**src/rtl/uart_rx_ctrl.sv**
```systemverilog
// Receive-side controller for uart_rx: oversample tick, uart_rx sync reset,
// byte capture into a first-word-fall-through FIFO, overrun/timeout flags and IRQ.
module uart_rx_ctrl #(
    parameter int unsigned BAUD_DIV  = 164,
    parameter int unsigned DEPTH     = 8,
    parameter int unsigned IRQ_LEVEL = 1,
    parameter int unsigned TO_TICKS  = 192
) (
    input  logic                   CLOCK_RX,
    input  logic                   NRESET,
    input  logic                   EN,
    input  logic                   NINTI,
    input  logic [7:0]             RX_DATA,
    output logic                   S_TICK,
    output logic                   RX_RST,
    input  logic                   RD_EN,
    output logic [7:0]             DOUT,
    output logic                   EMPTY,
    output logic                   FULL,
    output logic [$clog2(DEPTH):0] COUNT,
    input  logic                   CLR_ERR,
    output logic                   OVERRUN,
    output logic                   TIMEOUT,
    output logic                   IRQ
);
    localparam int unsigned AW = $clog2(DEPTH);
    localparam int unsigned CW = AW + 1;
    localparam int unsigned DW = $clog2(BAUD_DIV + 1);
    localparam int unsigned TW = $clog2(TO_TICKS + 1);

    typedef enum logic {TO_IDLE, TO_BUSY} to_state_e;

    logic          rx_rst_q, rx_rst_d;
    logic [DW-1:0] div_q, div_d;
    logic          tick_q, tick_d;
    logic          ninti_q;
    logic          active;
    logic          wr, pop, push, overrun_set;
    logic          full, empty;

    logic [7:0]    mem_q [DEPTH];
    logic [AW-1:0] wr_ptr_q, wr_ptr_d;
    logic [AW-1:0] rd_ptr_q, rd_ptr_d;
    logic [CW-1:0] count_q, count_d;

    logic          overrun_q, overrun_d;
    logic          timeout_q, timeout_d;
    logic          irq_q, irq_d;

    to_state_e     state_q, state_d;
    logic [TW-1:0] to_cnt_q, to_cnt_d;
    logic          to_event;

    assign active = EN & ~rx_rst_q;

    // ---------------- uart_rx reset and baud divider ----------------
    always_comb begin
        rx_rst_d = ~EN | to_event;
        div_d    = '0;
        tick_d   = 1'b0;
        if (active) begin
            tick_d = (div_q == DW'(BAUD_DIV - 1));
            div_d  = tick_d ? '0 : div_q + DW'(1);
        end
    end

    always_ff @(posedge CLOCK_RX or negedge NRESET) begin
        if (!NRESET) begin
            rx_rst_q <= 1'b1;
            div_q    <= '0;
            tick_q   <= 1'b0;
            ninti_q  <= 1'b1;
        end else begin
            rx_rst_q <= rx_rst_d;
            div_q    <= div_d;
            tick_q   <= tick_d;
            ninti_q  <= NINTI;
        end
    end

    // ---------------- capture and FIFO ----------------
    assign full  = (count_q == CW'(DEPTH));
    assign empty = (count_q == '0);

    // A simultaneous pop frees the slot, so a write into a full FIFO is not an overrun.
    assign wr          = NINTI & ~ninti_q & ~rx_rst_q;
    assign pop         = RD_EN & ~empty;
    assign push        = wr & (~full | pop);
    assign overrun_set = wr & full & ~pop;

    always_comb begin
        wr_ptr_d = push ? wr_ptr_q + AW'(1) : wr_ptr_q;
        rd_ptr_d = pop  ? rd_ptr_q + AW'(1) : rd_ptr_q;
        case ({push, pop})
            2'b10:   count_d = count_q + CW'(1);
            2'b01:   count_d = count_q - CW'(1);
            default: count_d = count_q;
        endcase
    end

    always_ff @(posedge CLOCK_RX or negedge NRESET) begin
        if (!NRESET) begin
            for (int unsigned i = 0; i < DEPTH; i++) begin
                mem_q[i] <= '0;
            end
            wr_ptr_q <= '0;
            rd_ptr_q <= '0;
            count_q  <= '0;
        end else begin
            if (push) begin
                mem_q[wr_ptr_q] <= RX_DATA;
            end
            wr_ptr_q <= wr_ptr_d;
            rd_ptr_q <= rd_ptr_d;
            count_q  <= count_d;
        end
    end

    // ---------------- stuck-receive timeout FSM ----------------
    always_ff @(posedge CLOCK_RX or negedge NRESET) begin
        if (!NRESET) begin
            state_q  <= TO_IDLE;
            to_cnt_q <= '0;
        end else begin
            state_q  <= state_d;
            to_cnt_q <= to_cnt_d;
        end
    end

    always_comb begin
        state_d  = state_q;
        to_cnt_d = to_cnt_q;
        if (!active) begin
            state_d  = TO_IDLE;
            to_cnt_d = '0;
        end else begin
            case (state_q)
                TO_IDLE: begin
                    if (ninti_q && !NINTI) begin
                        state_d  = TO_BUSY;
                        to_cnt_d = '0;
                    end
                end
                TO_BUSY: begin
                    if (NINTI) begin
                        state_d = TO_IDLE;
                    end else if (to_event) begin
                        state_d  = TO_IDLE;
                        to_cnt_d = '0;
                    end else if (tick_q) begin
                        to_cnt_d = to_cnt_q + TW'(1);
                    end
                end
                default: begin
                    state_d  = TO_IDLE;
                    to_cnt_d = '0;
                end
            endcase
        end
    end

    always_comb begin
        to_event = active && (state_q == TO_BUSY) && !NINTI && tick_q
                   && (to_cnt_q == TW'(TO_TICKS - 1));
    end

    // ---------------- sticky flags and interrupt ----------------
    always_comb begin
        overrun_d = overrun_set | (overrun_q & ~CLR_ERR);
        timeout_d = to_event    | (timeout_q & ~CLR_ERR);
        irq_d     = (count_d >= CW'(IRQ_LEVEL)) | overrun_d | timeout_d;
    end

    always_ff @(posedge CLOCK_RX or negedge NRESET) begin
        if (!NRESET) begin
            overrun_q <= 1'b0;
            timeout_q <= 1'b0;
            irq_q     <= 1'b0;
        end else begin
            overrun_q <= overrun_d;
            timeout_q <= timeout_d;
            irq_q     <= irq_d;
        end
    end

    assign S_TICK  = tick_q;
    assign RX_RST  = rx_rst_q;
    assign DOUT    = mem_q[rd_ptr_q];
    assign EMPTY   = empty;
    assign FULL    = full;
    assign COUNT   = count_q;
    assign OVERRUN = overrun_q;
    assign TIMEOUT = timeout_q;
    assign IRQ     = irq_q;

endmodule
```
**config.mk**
```make
export PLATFORM = sky130hd
export DESIGN_NAME = uart_rx_ctrl
export DESIGN_NICKNAME = d
export VERILOG_FILES = /design/src/rtl/uart_rx_ctrl.sv
export SDC_FILE = /design/constraint.sdc
export NUM_CORES = 1
export LEC_CHECK = 0
export CORE_ASPECT_RATIO = 0.9
export CORE_MARGIN = 1.5
export CORE_UTILIZATION = 40
export DETAILED_ROUTE_END_ITERATION = 12
export MAX_ROUTING_LAYER = met4
export SLEW_MARGIN = 20
export SYNTH_ARGS = -nofsm -noshare
export SYNTH_HDL_FRONTEND = slang
export SYNTH_SLANG_ARGS = --single-unit
```
**constraint.sdc**
```tcl
create_clock -name CLOCK_RX -period 7.1 [get_ports CLOCK_RX]
set_input_delay 1.775 -clock CLOCK_RX [delete_from_list [all_inputs] [get_ports CLOCK_RX]]
set_output_delay 1.775 -clock CLOCK_RX [all_outputs]
set_load 0.02 [all_outputs]
```
Yosys cells after proc, flatten, opt, wreduce, memory -nomap -nowiden
Index checks and enable logic that the tools add are counted. W data, S select, Z words.

Flip-flop bits (word level): 97. Bits in latches: 0. Memory bits (writable): 0. ROM bits: 0. Input bits: 14. Output and inout bits: 19. Word-level logic and storage cells: 93. Memories kept: 0.

Add/subtract/negate cells: 6. Multiply operators: 0. Divide/modulo/power cells: 0. Magnitude comparators: 4. Equal/unequal tests: 8. Shift-type cells: 0. Mux-type cells: 21. Bitwise gates (word level): 25. Reductions and logical operators: 9.

Operators with widths (count): $mux W8 (10); $bwmux W64 (1); $bmux W8 S3 (1); $demux W8 S3 (1); $add A8 B1 Y8 const B (2); $eq A8 B8 Y1 const B (2); $pmux W8 S2 (1); $and A1 B1 Y1 (9); $ge A4 B4 Y1 const B (2); $not A1 Y1 (8); $not A3 Y4 (2); $pmux W4 S2 (1); $add A3 B1 Y3 const B (2); $logic_and A1 B1 Y1 (6); $ne A3 B3 Y1 const B (2); $or A1 B1 Y1 (6); $mux W1 (5); $add A4 B1 Y4 const B (1); $eq A4 B4 Y1 const B (1); $ge A4 B1 Y1 const B (1); $logic_not A4 Y1 (1); $lt A4 B1 Y1 const B (1); $ne A4 B3 Y1 const B (1); $sub A4 B1 Y4 const B (1); 5 further kinds (5).

Logic depth before layout (Yosys ltp)
Word-level depth: 10. Depth in mapped cells: 10. Gate-level depth less buffers: 10.

Least setup slack after synthesis
Ideal clock, no wire load.

Path kind: input -> register. Start: in NINTI. End: reg irq_q (netlist: IRQ). Setup time: 0.146 ns. Arrival: 4.479 ns. Required time: 6.954 ns. Path slack: 2.474 ns. Stages: 10. Cells stage by stage: or3b_1 a21oi_4 inv_2 ha_1 xor2_1 ha_1 mux2_2 nor2_1 or4b_1 or4b_2.

Longest elaborated chain between the ends: 8. Elaborated cells between the ends (all ways): 17.

Ends and longest elaborated chain: start: declaration (RTL line 12) `input logic NINTI,`; $and A1 B1 Y1 (*) (2 in series) (RTL line 86) `assign wr = NINTI & ~ninti_q & ~rx_rst_q;`; $and A1 B1 Y1 (*) (RTL line 88) `assign push = wr & (~full | pop);`; $eq A2 B1 Y1 / $eq A2 B2 Y1 (equally long branches) (RTL line 94) `case ({push, pop})`; $pmux W4 S2 (*) (RTL line 94); named net count_d[1] (RTL line 44) `logic [CW-1:0] count_q, count_d;`; $ge A4 B1 Y1 (*) (RTL line 171) `irq_d = (count_d >= CW'(IRQ_LEVEL)) | overrun_d | timeout_d;`; $or A1 B1 Y1 (*) (2 in series) (RTL line 171); named net irq_d (RTL line 48) `logic irq_q, irq_d;`; end signal: assignment (RTL line 182) `irq_q <= irq_d;`; end: declaration (RTL line 48).

The timed path passes the listed nets; every way through them passes the cells marked *. A chain may end at the register's enable or synchronous reset.

Worst setup path after layout
Ends and elaborated chain as after synthesis.

==> impl_metrics.json <==
{
  "place.gp.congestion": 0.785,
  "hold_viol_final": 0,
  "ff2ff_path_depth": 10,
  "vias": 2783,
  "slowest_stage": "or4b_2",
  "status": "completed",
  "rows": 37,
  "synthTopCellsByCount": "dfrtp_1 (95), mux2_2 (57), nand2_1 (19), mux4_2 (16), nor2_1 (16)",
  "crit_chain": "clkdlybuf4s50_1 -> or3b_1 -> a21oi_4 -> inv_2 -> ha_1 -> xor2_1 -> ha_1 -> mux2_2 -> nor2_1 -> or4b_1 -> or4b_2",
  "cts_tree": "done",
  "track_usage_pct": 16.6,
  "hold_end": "div_q[0]",
  "syn_inst": 339,
  "ys.flop_type": "dfrtp_1",
  "vdd_ir_drop_max_uv": 163,
  "tightest_slew_ns": 0.900,
  "final_layout_size_suffix_gt1_share_pct": 28.8,
  "cts_buffers": 9,
  "fp.dieH_um": 105,
  "synth-seq-cells": 97,
  "clk_pin_slew_ns": 0.07,
  "ys.warnings.count": 0,
  "hold_depth": 1,
  "grt_pass1_vias": 2921,
  "stdcell_count": 535,
  "cts_resized": 0,
  "routed_wl_mm": 8.98,
  "synth-edff-count": 0,
  "drtIter0Drc": 170,
  "root_buffer": "clkbuf_16",
  "grt_overflow_total": 0,
  "vias_per_cell": 5.20,
  "num_io_pins": 33,
  "critPathKind": "in -> reg",
  "syn_nets": 360,
  "worstPathMaxFanout": 9,
  "yosysTopAreaCell": "dfrtp_1",
  "critical_path_required_ns": 7.30,
  "hold_start": "div_q[0]",
  "finClkSkew_ns": 0.0109,
  "cts_max_level": 3,
  "syn_area_sq_um": 4620,
  "syn_avg_cell_area_sq_um": 13.6,
  "critPathTopFamily": "simple AND/OR/NAND/NOR gates",
  "dpl.hpwl_mm": 5.78,
  "powerDensity_nw_per_um2": 406,
  "grt_setup_unrepaired": "false",
  "die_width_um": 116,
  "initial_core_util_pct": 40.8,
  "startpoint_type": "primary input",
  "grt_max_degree": 65,
  "r2r_setup_slack_ns": 3.51,
  "drc": 0,
  "num-fill-cells": 1019,
  "r2r-end": "IRQ",
  "critPathLaunch": "NINTI",
  "insertion_delay_ns": 0.34,
  "fp.dieArea_sq_um": 12200,
  "r2r_start": "COUNT[2]",
  "maxCapViolCount": 0,
  "crit_path_max_incr_delay_ns": 0.64,
  "synth_top_area_share_pct": 51.4,
  "fmax_mhz": 196,
  "critPathMostFrequentCell": "ha_1",
  "crit_cells": 11,
  "maxSlewHeadroom_pct": 39.7,
  "critPathBufInv": 2,
  "setup_viol": 0,
  "period_share_pct": 72.0,
  "leakagePower_uw": 0.00234,
  "synth_seq_area_share_pct": 52.6,
  "final.setup.tns_ns": 0,
  "antenna_found_initial": 0,
  "synth_most_common_cell": "dfrtp_1",
  "cts.sinks": 97,
  "routedWlPerCell_um": 16.8,
  "synth.top_cells.by_area": "dfrtp_1 (51%), mux2_2 (14%), mux4_2 (7.8%)",
  "crit_arrival_ns": 5.32,
  "fin_nets": 395,
  "port_buffers": 32,
  "placed_cells": 519,
  "cts_setup_buffers": 0,
  "worstSetupEndpointType": "register",
  "async_reset_ff_share_pct": 100,
  "antenna_cells": 0,
  "area_growth_pct": 17.0,
  "synth_cell_types": 48,
  "hp-class": "reg -> reg",
  "grt_first_pass_wirelength_mm": 14.9,
  "ant_nets": 0,
  "dr.pass1.iters": 4,
  "core_sq_um": 11300,
  "fin_crit_ns": 5.11,
  "hold_buffers": 0,
  "clock_path_buffers": 2,
  "report.final.slew_viol_count": 0
}
metrics by stage:
step           power (uW)  worst slack [ns]  utilization [%]  instance area [sq um]  hold slack [ns]
6_report             2190              1.99             47.7                   5410            0.484
5_1_grt              2340              1.80             47.7                   5410            0.514
4_1_cts              2220              2.00             47.7                   5410            0.481
3_5_place_dp         1720              1.64             45.0                   5110            0.472
3_3_place_gp         1700              1.73             45.0                   5110            0.470
2_1_floorplan        1460              2.47                -                   4620            0.455
where the power goes:
group / internal, uW / switching [uW]
Sequential: 758 / 164
Clock: 276 / 213
Combinational: 486 / 295
Total: 1520 / 672
worst register-to-register path, cell delays in order (launching register included):
cell     delay, ns
dfrtp_1       0.46
nor4b_2       0.57
a21oi_4       0.17
inv_2         0.15
ha_1          0.23
xor2_1        0.16
ha_1          0.24
mux2_2        0.27
nor2_1        0.10
or4b_1        0.46
or4b_2        0.64
placed cells by master (no fill, tap or decap), types with 4 or more instances in the layout:
master,Yosys,layout
o21ai_0,9,9
nor2b_1,7,7
mux2_1,8,8
mux2_2,57,57
ha_1,7,7
nand3_1,10,10
a21oi_1,4,4
nor3_1,5,5
xor2_1,4,4
mux2_4,8,8
nand2_1,19,19
dfrtp_1,95,95
nand4b_1,4,4
mux2i_1,4,4
nor2_1,16,16
xnor2_1,10,10
inv_1,4,4
clkdlybuf4s50_1,0,31
clkbuf_16,0,9
mux4_2,16,16
logic make-up (layout without fill, tap and decap cells):
group	count (synthesis)	in the layout	share of synthesized area, %
xor+xnor	14	14	2.65
fa+ha+maj	7	7	1.89
compound gates	25	25	3.63
flops	97	97	52.6
mux	93	93	27.1
simple gates	88	88	10.8
buf+inv	15	55	1.35
area by class of cell:
| cell class | count | area, sq um | share of cell area (%) |
|---|---|---|---|
| inverters | 5 | 18.8 | 0.347 |
| multi-input cells | 227 | 2130 | 39.4 |
| repair buffers | 34 | 333 | 6.15 |
| clock buffers | 9 | 225 | 4.16 |
| well taps | 156 | 195 | 3.61 |
| clock inverters | 7 | 76.3 | 1.41 |
| flip-flops and latches | 97 | 2430 | 44.9 |
layer usage:
layer / GRT usage, % / share of wire, %
met2: 25.1 / 47
met1: 22.6 / 49
met5: - / 0
met4: 4.18 / 0.77
met3: 4.29 / 3.9
worst max path at each step:
stage	endpoint	slack (ns)
3_3_place_gp	IRQ	1.73
2_1_floorplan	IRQ	2.47
5_1_grt	IRQ	1.80
4_1_cts	IRQ	2.00
3_5_place_dp	IRQ	1.64
6_report	IRQ	1.99
registers in the layout, summed over array words and instances, names as in the netlist, 3 cells and up:
register  flops
COUNT         4
div_q         8
mem_q        64
rd_ptr_q      3
to_cnt_q      8
wr_ptr_q      3
No activity file was read; power rests on OpenSTA's default activity.
